$ cat config.mk
export PLATFORM = sky130hd
export DESIGN_NAME = button_debounce
export DESIGN_NICKNAME = d
export VERILOG_FILES = /design/src/rtl/debounce_pkg.sv /design/src/rtl/sync_chain.sv /design/src/rtl/button_debounce.sv
export SDC_FILE = /design/constraint.sdc
export NUM_CORES = 1
export LEC_CHECK = 0
export CAP_MARGIN = 20
export CORE_UTILIZATION = 40
export CTS_CLUSTER_DIAMETER = 200
export CTS_CLUSTER_SIZE = 14
export DETAILED_ROUTE_END_ITERATION = 7
export PLACE_DENSITY = 0.6
export SLEW_MARGIN = 20
export SYNTH_ARGS = -nofsm -noshare
export SYNTH_HDL_FRONTEND = slang
export SYNTH_SLANG_ARGS = --single-unit
$ cat constraint.sdc
create_clock -name clk_i -period 1.9 [get_ports clk_i]
set_input_delay 0.38 -clock clk_i [delete_from_list [all_inputs] [get_ports clk_i]]
set_output_delay 0.38 -clock clk_i [all_outputs]
set_load 0.005 [all_outputs]
$ cat src/rtl/debounce_pkg.sv
// Shared types and constants for the push-button debounce path.
package debounce_pkg;

  typedef enum logic [1:0] {
    LOW  = 2'd0,
    RISE = 2'd1,
    HIGH = 2'd2,
    FALL = 2'd3
  } state_t;

  // Board-scale qualification window versus a short window for simulation.
  localparam int unsigned DEBOUNCE_CYCLES_BOARD = 1000000;
  localparam int unsigned DEBOUNCE_CYCLES_SIM   = 4;

endpackage

$ cat src/rtl/sync_chain.sv
// Multi-flop synchroniser for an asynchronous single-bit input; all flops reset to 0.
module sync_chain #(
  parameter int unsigned STAGES = 2
) (
  input  logic clk_i,
  input  logic reset_i,
  input  logic d_i,
  output logic q_o
);

  logic [STAGES-1:0] q_q;

  always_ff @(posedge clk_i) begin
    if (!reset_i) begin
      q_q <= '0;
    end else begin
      q_q <= {q_q[STAGES-2:0], d_i};
    end
  end

  assign q_o = q_q[STAGES-1];

endmodule

$ cat src/rtl/button_debounce.sv
// Turns a raw bouncing button into a clean synchronous level via a
// synchroniser and a counter-qualified LOW/RISE/HIGH/FALL state machine.
module button_debounce
  import debounce_pkg::*;
#(
  parameter int unsigned SYNC_STAGES     = 2,
  parameter int unsigned DEBOUNCE_CYCLES = DEBOUNCE_CYCLES_BOARD
) (
  input  logic clk_i,
  input  logic reset_i,
  input  logic button_i,
  output logic button_o,
  output logic unstable_o
);

  localparam int unsigned CNT_W = $clog2(DEBOUNCE_CYCLES);
  localparam logic [CNT_W-1:0] CNT_LAST = CNT_W'(DEBOUNCE_CYCLES - 1);

  if (SYNC_STAGES < 2 || SYNC_STAGES > 4) begin : g_bad_sync
    $error("button_debounce: SYNC_STAGES must be in 2..4");
  end
  if (DEBOUNCE_CYCLES < 2) begin : g_bad_cycles
    $error("button_debounce: DEBOUNCE_CYCLES must be >= 2");
  end

  logic             sync;
  state_t           state_q;
  logic [CNT_W-1:0] cnt_q;

  sync_chain #(
    .STAGES(SYNC_STAGES)
  ) u_sync (
    .clk_i  (clk_i),
    .reset_i(reset_i),
    .d_i    (button_i),
    .q_o    (sync)
  );

  // Any sample opposite to the candidate level restarts qualification.
  always_ff @(posedge clk_i) begin
    if (!reset_i) begin
      state_q <= LOW;
      cnt_q   <= '0;
    end else begin
      case (state_q)
        LOW: begin
          if (sync) begin
            state_q <= RISE;
            cnt_q   <= CNT_W'(1);
          end
        end
        RISE: begin
          if (!sync) begin
            state_q <= LOW;
            cnt_q   <= '0;
          end else if (cnt_q == CNT_LAST) begin
            state_q <= HIGH;
            cnt_q   <= '0;
          end else begin
            cnt_q <= cnt_q + CNT_W'(1);
          end
        end
        HIGH: begin
          if (!sync) begin
            state_q <= FALL;
            cnt_q   <= CNT_W'(1);
          end
        end
        FALL: begin
          if (sync) begin
            state_q <= HIGH;
            cnt_q   <= '0;
          end else if (cnt_q == CNT_LAST) begin
            state_q <= LOW;
            cnt_q   <= '0;
          end else begin
            cnt_q <= cnt_q + CNT_W'(1);
          end
        end
        default: begin
          state_q <= LOW;
          cnt_q   <= '0;
        end
      endcase
    end
  end

  // Pure decode of the state register, so neither output can glitch.
  assign button_o   = (state_q == HIGH) || (state_q == FALL);
  assign unstable_o = (state_q == RISE) || (state_q == FALL);

endmodule

; Word-level counts from Yosys, hierarchy flattened
; Cells that the tools add are included.
[op_classes]
add_sub_neg = 1
n_eq_ne = 8
mux = 13
reduce_logical = 5
[ops]
columns = operator, n
row1 = $mux 20, 5
row2 = $pmux 20 s4, 1
row3 = $add 20x1->20 const B, 1
row4 = $eq 20x20->1 const B, 1
row5 = $mux 2, 6
row6 = $pmux 2 s4, 1
row7 = $eq 2x2->1 const B, 2
row8 = $reduce_and 4->1, 1
row9 = $ne 3x2->1 const B, 1
row10 = $ne 3x3->1 const B, 1
row11 = $eq 2x1->1 const B, 1
row12 = $logic_not 2->1, 1
row13 = $logic_or 1x1->1, 2
row14 = $ne 2x1->1 const B, 1
row15 = $ne 2x2->1 const B, 1
row16 = $reduce_and 2->1, 1
[totals]
regBits = 24
inputBits = 3
out_inout_bits = 2

; Logic depth before layout (Yosys ltp)
[depth]
depth_word = 4
depth_mapped = 8

; Hierarchy
; From an unflattened synthesis, not the netlist that was laid out.
[unflattened]
hier_cells = 145
hier_area_um2 = 1229.9
[modules_own_cells]
columns = mod, instances, cells_per_inst, area_per_inst_um2
row1 = button_debounce, 1, 141, 1177.4
row2 = sync_chain, 1, 4, 52.6

; Least setup slack after synthesis
; Ideal clock, no wire load.
[synth_path]
kind = register to register
from = register cnt_q[0]
to = register cnt_q[10]
arrival_time_ps = 1664
required_time_ps = 1826
slack_ps = 162
path_stages_with_launch = 8
n_path_buf = 1
period_less_slack_ps = 1738
path_cell_list = dfxtp_1 > ha_1 > and4_1 > and2_1 > buf_6 > a21o_1 > or3_1 > a31oi_1
[synth_via]
elab_chain_len = 4
word_cells_on_any_way = 6
classes_between = add/sub (1) / eq/ne (1) / mux (4)
[synth_lines]
columns = item, line
row1 = "start, declared", button_debounce.sv:28  ; logic [CNT_W-1:0] cnt_q;
row2 = "start signal, assigned", button_debounce.sv:60  ; cnt_q <= cnt_q + CNT_W'(1);
row3 = "start signal, assigned", button_debounce.sv:77  ; cnt_q <= cnt_q + CNT_W'(1);
row4 = $add 20x1->20 / $eq 20x20->1 (equally long branches), -
row5 = $mux 20 (*), "button_debounce.sv:56, button_debounce.sv:73"
row6 = $mux 20 (on tied branches), "button_debounce.sv:70, button_debounce.sv:53"
row7 = $pmux 20 s4 (*), button_debounce.sv:45  ; case (state_q)
; Mark *: on every way between the ends. The rest lies on a longest branch, timed or not.
; A chain may end at the register's enable or synchronous reset.

; Final worst setup path
[layout_path]
from = register state_q[0]
to = output port unstable_o
[layout_via]
elab_chain_len = 2
word_cells_on_any_way = 3
classes_between = eq/ne (2) / reduce/logical (1)
[layout_lines]
columns = item, line
row1 = "start, declared", button_debounce.sv:27  ; state_t state_q;
row2 = "start signal, assigned", button_debounce.sv:42  ; state_q <= LOW;
row3 = "start signal, assigned", button_debounce.sv:48  ; state_q <= RISE;
row4 = "start signal, assigned", button_debounce.sv:54  ; state_q <= LOW;
row5 = $eq 2x1->1 / $eq 2x2->1 (equally long branches), button_debounce.sv:90  ; assign unstable_o = (state_q == RISE) || (state_q == FALL);
row6 = $logic_or 1x1->1 (*), button_debounce.sv:90
row7 = "end, declared", button_debounce.sv:13  ; output logic unstable_o
; Marked as above.

==> impl_metrics.env <==
export IMPL_cellPowerDensity_nw_per_um2=567
export IMPL_max_cap_violations=0
export IMPL_syn_mean_instance_area_um2=8.80
export IMPL_synth_xor_area_share_pct=4.91
export IMPL_post_place_cells=178
export IMPL_synthesis_yosys_warnings=0
export IMPL_hold_buffers=0
export IMPL_grt_start_max_net_pins=28
export IMPL_insertion_delay_ns=0.31
export IMPL_placementRows=19
export IMPL_initialDrtViolationCount=43
export IMPL_critical_path_peak_fanout=10
export IMPL_via_density_per_instance=5.76
export IMPL_result_of_the_run="complete, no violations"
export IMPL_rsz0062_at_grt="false"
export IMPL_power_switching_share_pct=22.9
export IMPL_synth_seq_cells=24
export IMPL_power_sequential_fraction_pct=65.8
export IMPL_design_portCount=5
export IMPL_timing_final_hold_violations=0
export IMPL_fin_cells=181
export IMPL_synth_simple_gate_area_share_pct=26.3
export IMPL_tritoncts="built"
export IMPL_arrival_worst_endpoint_ns=1.42
export IMPL_initial_core_util_pct=43.3
export IMPL_post_synth_mux_area_share_pct=0.818
export IMPL_antenna_found_initial=0
export IMPL_main_combinational_cell_family_by_area_after_synthesis="simple AND/OR/NAND/NOR gates"
export IMPL_synth_net_count=143
export IMPL_global_route_overflow_total=0
export IMPL_cts_made_buffers=3
export IMPL_cp_required_ns=1.52
export IMPL_power_clock_fraction_pct=28.8
export IMPL_timing_critical_path_slowest_cell_delay_ns=0.58
export IMPL_switching_power_summed_over_all_nets_mw=0.178
export IMPL_final_critical_path_required_period_ns=1.80
export IMPL_max_slew_violation_total_from_the_final_report=0
export IMPL_synth_adder_area_share_pct=1.02
export IMPL_nNetsFinal=156
export IMPL_clk_pin_slew_worst_paths_ns=0.13
export IMPL_pwr_share_comb_pct=5.4
export IMPL_synth_compound_gate_area_share_pct=21.9
export IMPL_routed_wirelength_um=2540
export IMPL_place_port_buffers=4
export IMPL_timing_critical_path_to_type="output pin"
export IMPL_period_share_pct=94.8
export IMPL_grt_pass1_vias=960
export IMPL_post_route_cells_drive_above_1_share_pct=16.7
export IMPL_worst_setup_path_type="flip-flop to output pin"
export IMPL_tritoncts_num_sinks=24
export IMPL_core_um2=2830
export IMPL_hold_class="flip-flop to flip-flop"
export IMPL_design_die_area_um2=3280
export IMPL_die_h_um=57.3
export IMPL_post_synth_inst_count=139
export IMPL_grt_pass1_wl_um=4320
export IMPL_gr_usage_all_layers_pct=17.2
export IMPL_post_dp_hpwl_um=1830
export IMPL_cts_path_max_buffers=2
export IMPL_routabilityCongestion=0.802
export IMPL_clock_tree_htree_level_count=1
export IMPL_seq_area_frac_synth_pct=39.3
export IMPL_critPathBufInv=1
export IMPL_post_synth_instance_area_um2=1220
export IMPL_ir_worst_vdd_mv=0.398
export IMPL_route_detailed_drc=0
export IMPL_finish_utilization_pct=48.5
export IMPL_internal_power_mw=0.600
export IMPL_slew_headroom_pct=71.7
export IMPL_drt_antenna_violating_nets=0
export IMPL_leakage_nw=0.502
export IMPL_crit_family="buffers and inverters"
export IMPL_synth_distinct_cells=34
export IMPL_cp_start_kind="flip-flop"
export IMPL_num_vias=1042
export IMPL_die_width_um=57.3
export IMPL_setup_viol_count_final=0
export IMPL_drt_wirelength_per_cell_um=14.0
export IMPL_totalNegativeSetupSlack_ns=0
export IMPL_timing_fmax_mhz=555
export IMPL_antennaDiodeCount=0
export IMPL_clockRootBuffer="clkbuf_4"
export IMPL_worst_path_max_delay_cell="clkdlybuf4s50_1"
export IMPL_tightest_slew_ns=0.424
export IMPL_crit_chain="clkdlybuf4s50_1"
export IMPL_area_delta_synth_final_pct=12.1
export IMPL_detail_route_first_pass_iterations=4
export IMPL_worst_setup_skew_after_layout_ns=0.00682
## layout make-up
cell class | instances | area, um2
fill | 275 | 1460
clock buffer | 3 | 22.5
sequential | 24 | 482
tap | 31 | 38.8
multi-input combinational | 104 | 674
timing repair buffer | 16 | 143
inverter | 3 | 11.3
## through the flow
stage | power [mW] | hold slack (ns) | setup slack (ns) | cell area (um2)
after global placement | 0.565 | 0.438 | 0.124 | 1350
after CTS | 0.788 | 0.471 | 0.0375 | 1370
final | 0.778 | 0.466 | 0.0985 | 1370
after floorplan | 0.545 | 0.412 | 0.162 | 1220
after global routing | 0.810 | 0.497 | 0.0134 | 1370
after detailed placement | 0.565 | 0.437 | 0.0568 | 1350
## per-layer routing
| metal | GRT usage [%] | wire length (um) | up-vias |
|---|---|---|---|
| met1 | 24.4 | 1320 | 481 |
| met2 | 25.2 | 1130 | 17 |
| met4 | 9.06 | 17 | 0 |
| li1 | - | - | 542 |
| met3 | 2.49 | 65 | 2 |
| met5 | 0 | 0 | - |
## worst paths after layout
kind                       from            end  slack, ns  cells after the start
setup / recovery     state_q[0]     unstable_o        0.1                      1
hold / removal    u_sync.q_q[0]  u_sync.q_q[1]       0.47                      1
setup reg to reg       cnt_q[0]      cnt_q[10]       0.11                      6
hold reg to reg   u_sync.q_q[0]  u_sync.q_q[1]       0.47                      1
## power groups by stage
stage                     Sequential [mW]  Clock [mW]  Combinational [mW]
after floorplan                     0.521           0              0.0240
after global placement              0.523           0              0.0412
after detailed placement            0.523           0              0.0413
after CTS                           0.512       0.235              0.0415
after global routing                0.513       0.251              0.0462
final                               0.512       0.224              0.0417
## placed cells by master (no fill, tap or decap), types with 2 or more instances in the layout
cell,instances
o21ai_0,4
a41oi_1,3
a21oi_1,7
nor2_1,5
a21o_1,3
xnor2_1,3
nor3_1,2
buf_4,11
nand3_2,2
nor3_2,2
clkdlybuf4s50_1,4
nand2b_1,2
nand2_1,15
a22o_1,6
dfxtp_1,23
inv_1,3
a31oi_1,14
nand3_1,7
and2_1,3
and3_1,4
clkbuf_4,3
xor2_1,2
nand4_1,6
## repair_timing
action / CTS / global route
endpoints found under the setup margin: 0 / 2
buffers inserted: 0 / 0
resized for setup: 0 / 3
## cells by family (layout without fill, tap and decap cells)
logic type                 after synthesis  in the layout
adders and majority gates                1              1
AOI/OAI and AO/OA                       39             39
buffers and inverters                   11             22
xor gates and xnor gates                 6              6
DFF                                     24             24
and+or+nand+nor                         57             57
muxes                                    1              1
## sequential cells by signal, indices dropped and copies added (netlist names), named ones only
name and flops:
state_q 1, u_sync.q_q 2, cnt_q 20
## cell usage after synthesis, drive strengths merged
master,number,area [um2]
a41oi,3,26.3
a22o,6,52.6
buf,4,45.0
nor3,4,30.0
xnor2,3,26.3
and4,2,17.5
nor2b,1,6.26
nor2,5,18.8
ha,1,12.5
or2,1,6.26
nand4,6,37.5
nor4b,1,8.76
o21ai,4,20.0
nor4bb,1,10.0
and2,4,25.0
nand2,15,56.3
nor4,1,6.26
clkbuf,4,15.0
xor2,3,33.8
mux2i,1,10.0
dfxtp,24,480
and3,4,25.0
or3,1,6.26
nand3,9,55.1
a21oi,8,51.3
nand2b,2,12.5
a211oi,1,7.51
a21o,3,22.5
a31oi,14,87.6
inv,3,11.3
Note: power is estimated with default switching activity, not from simulation.
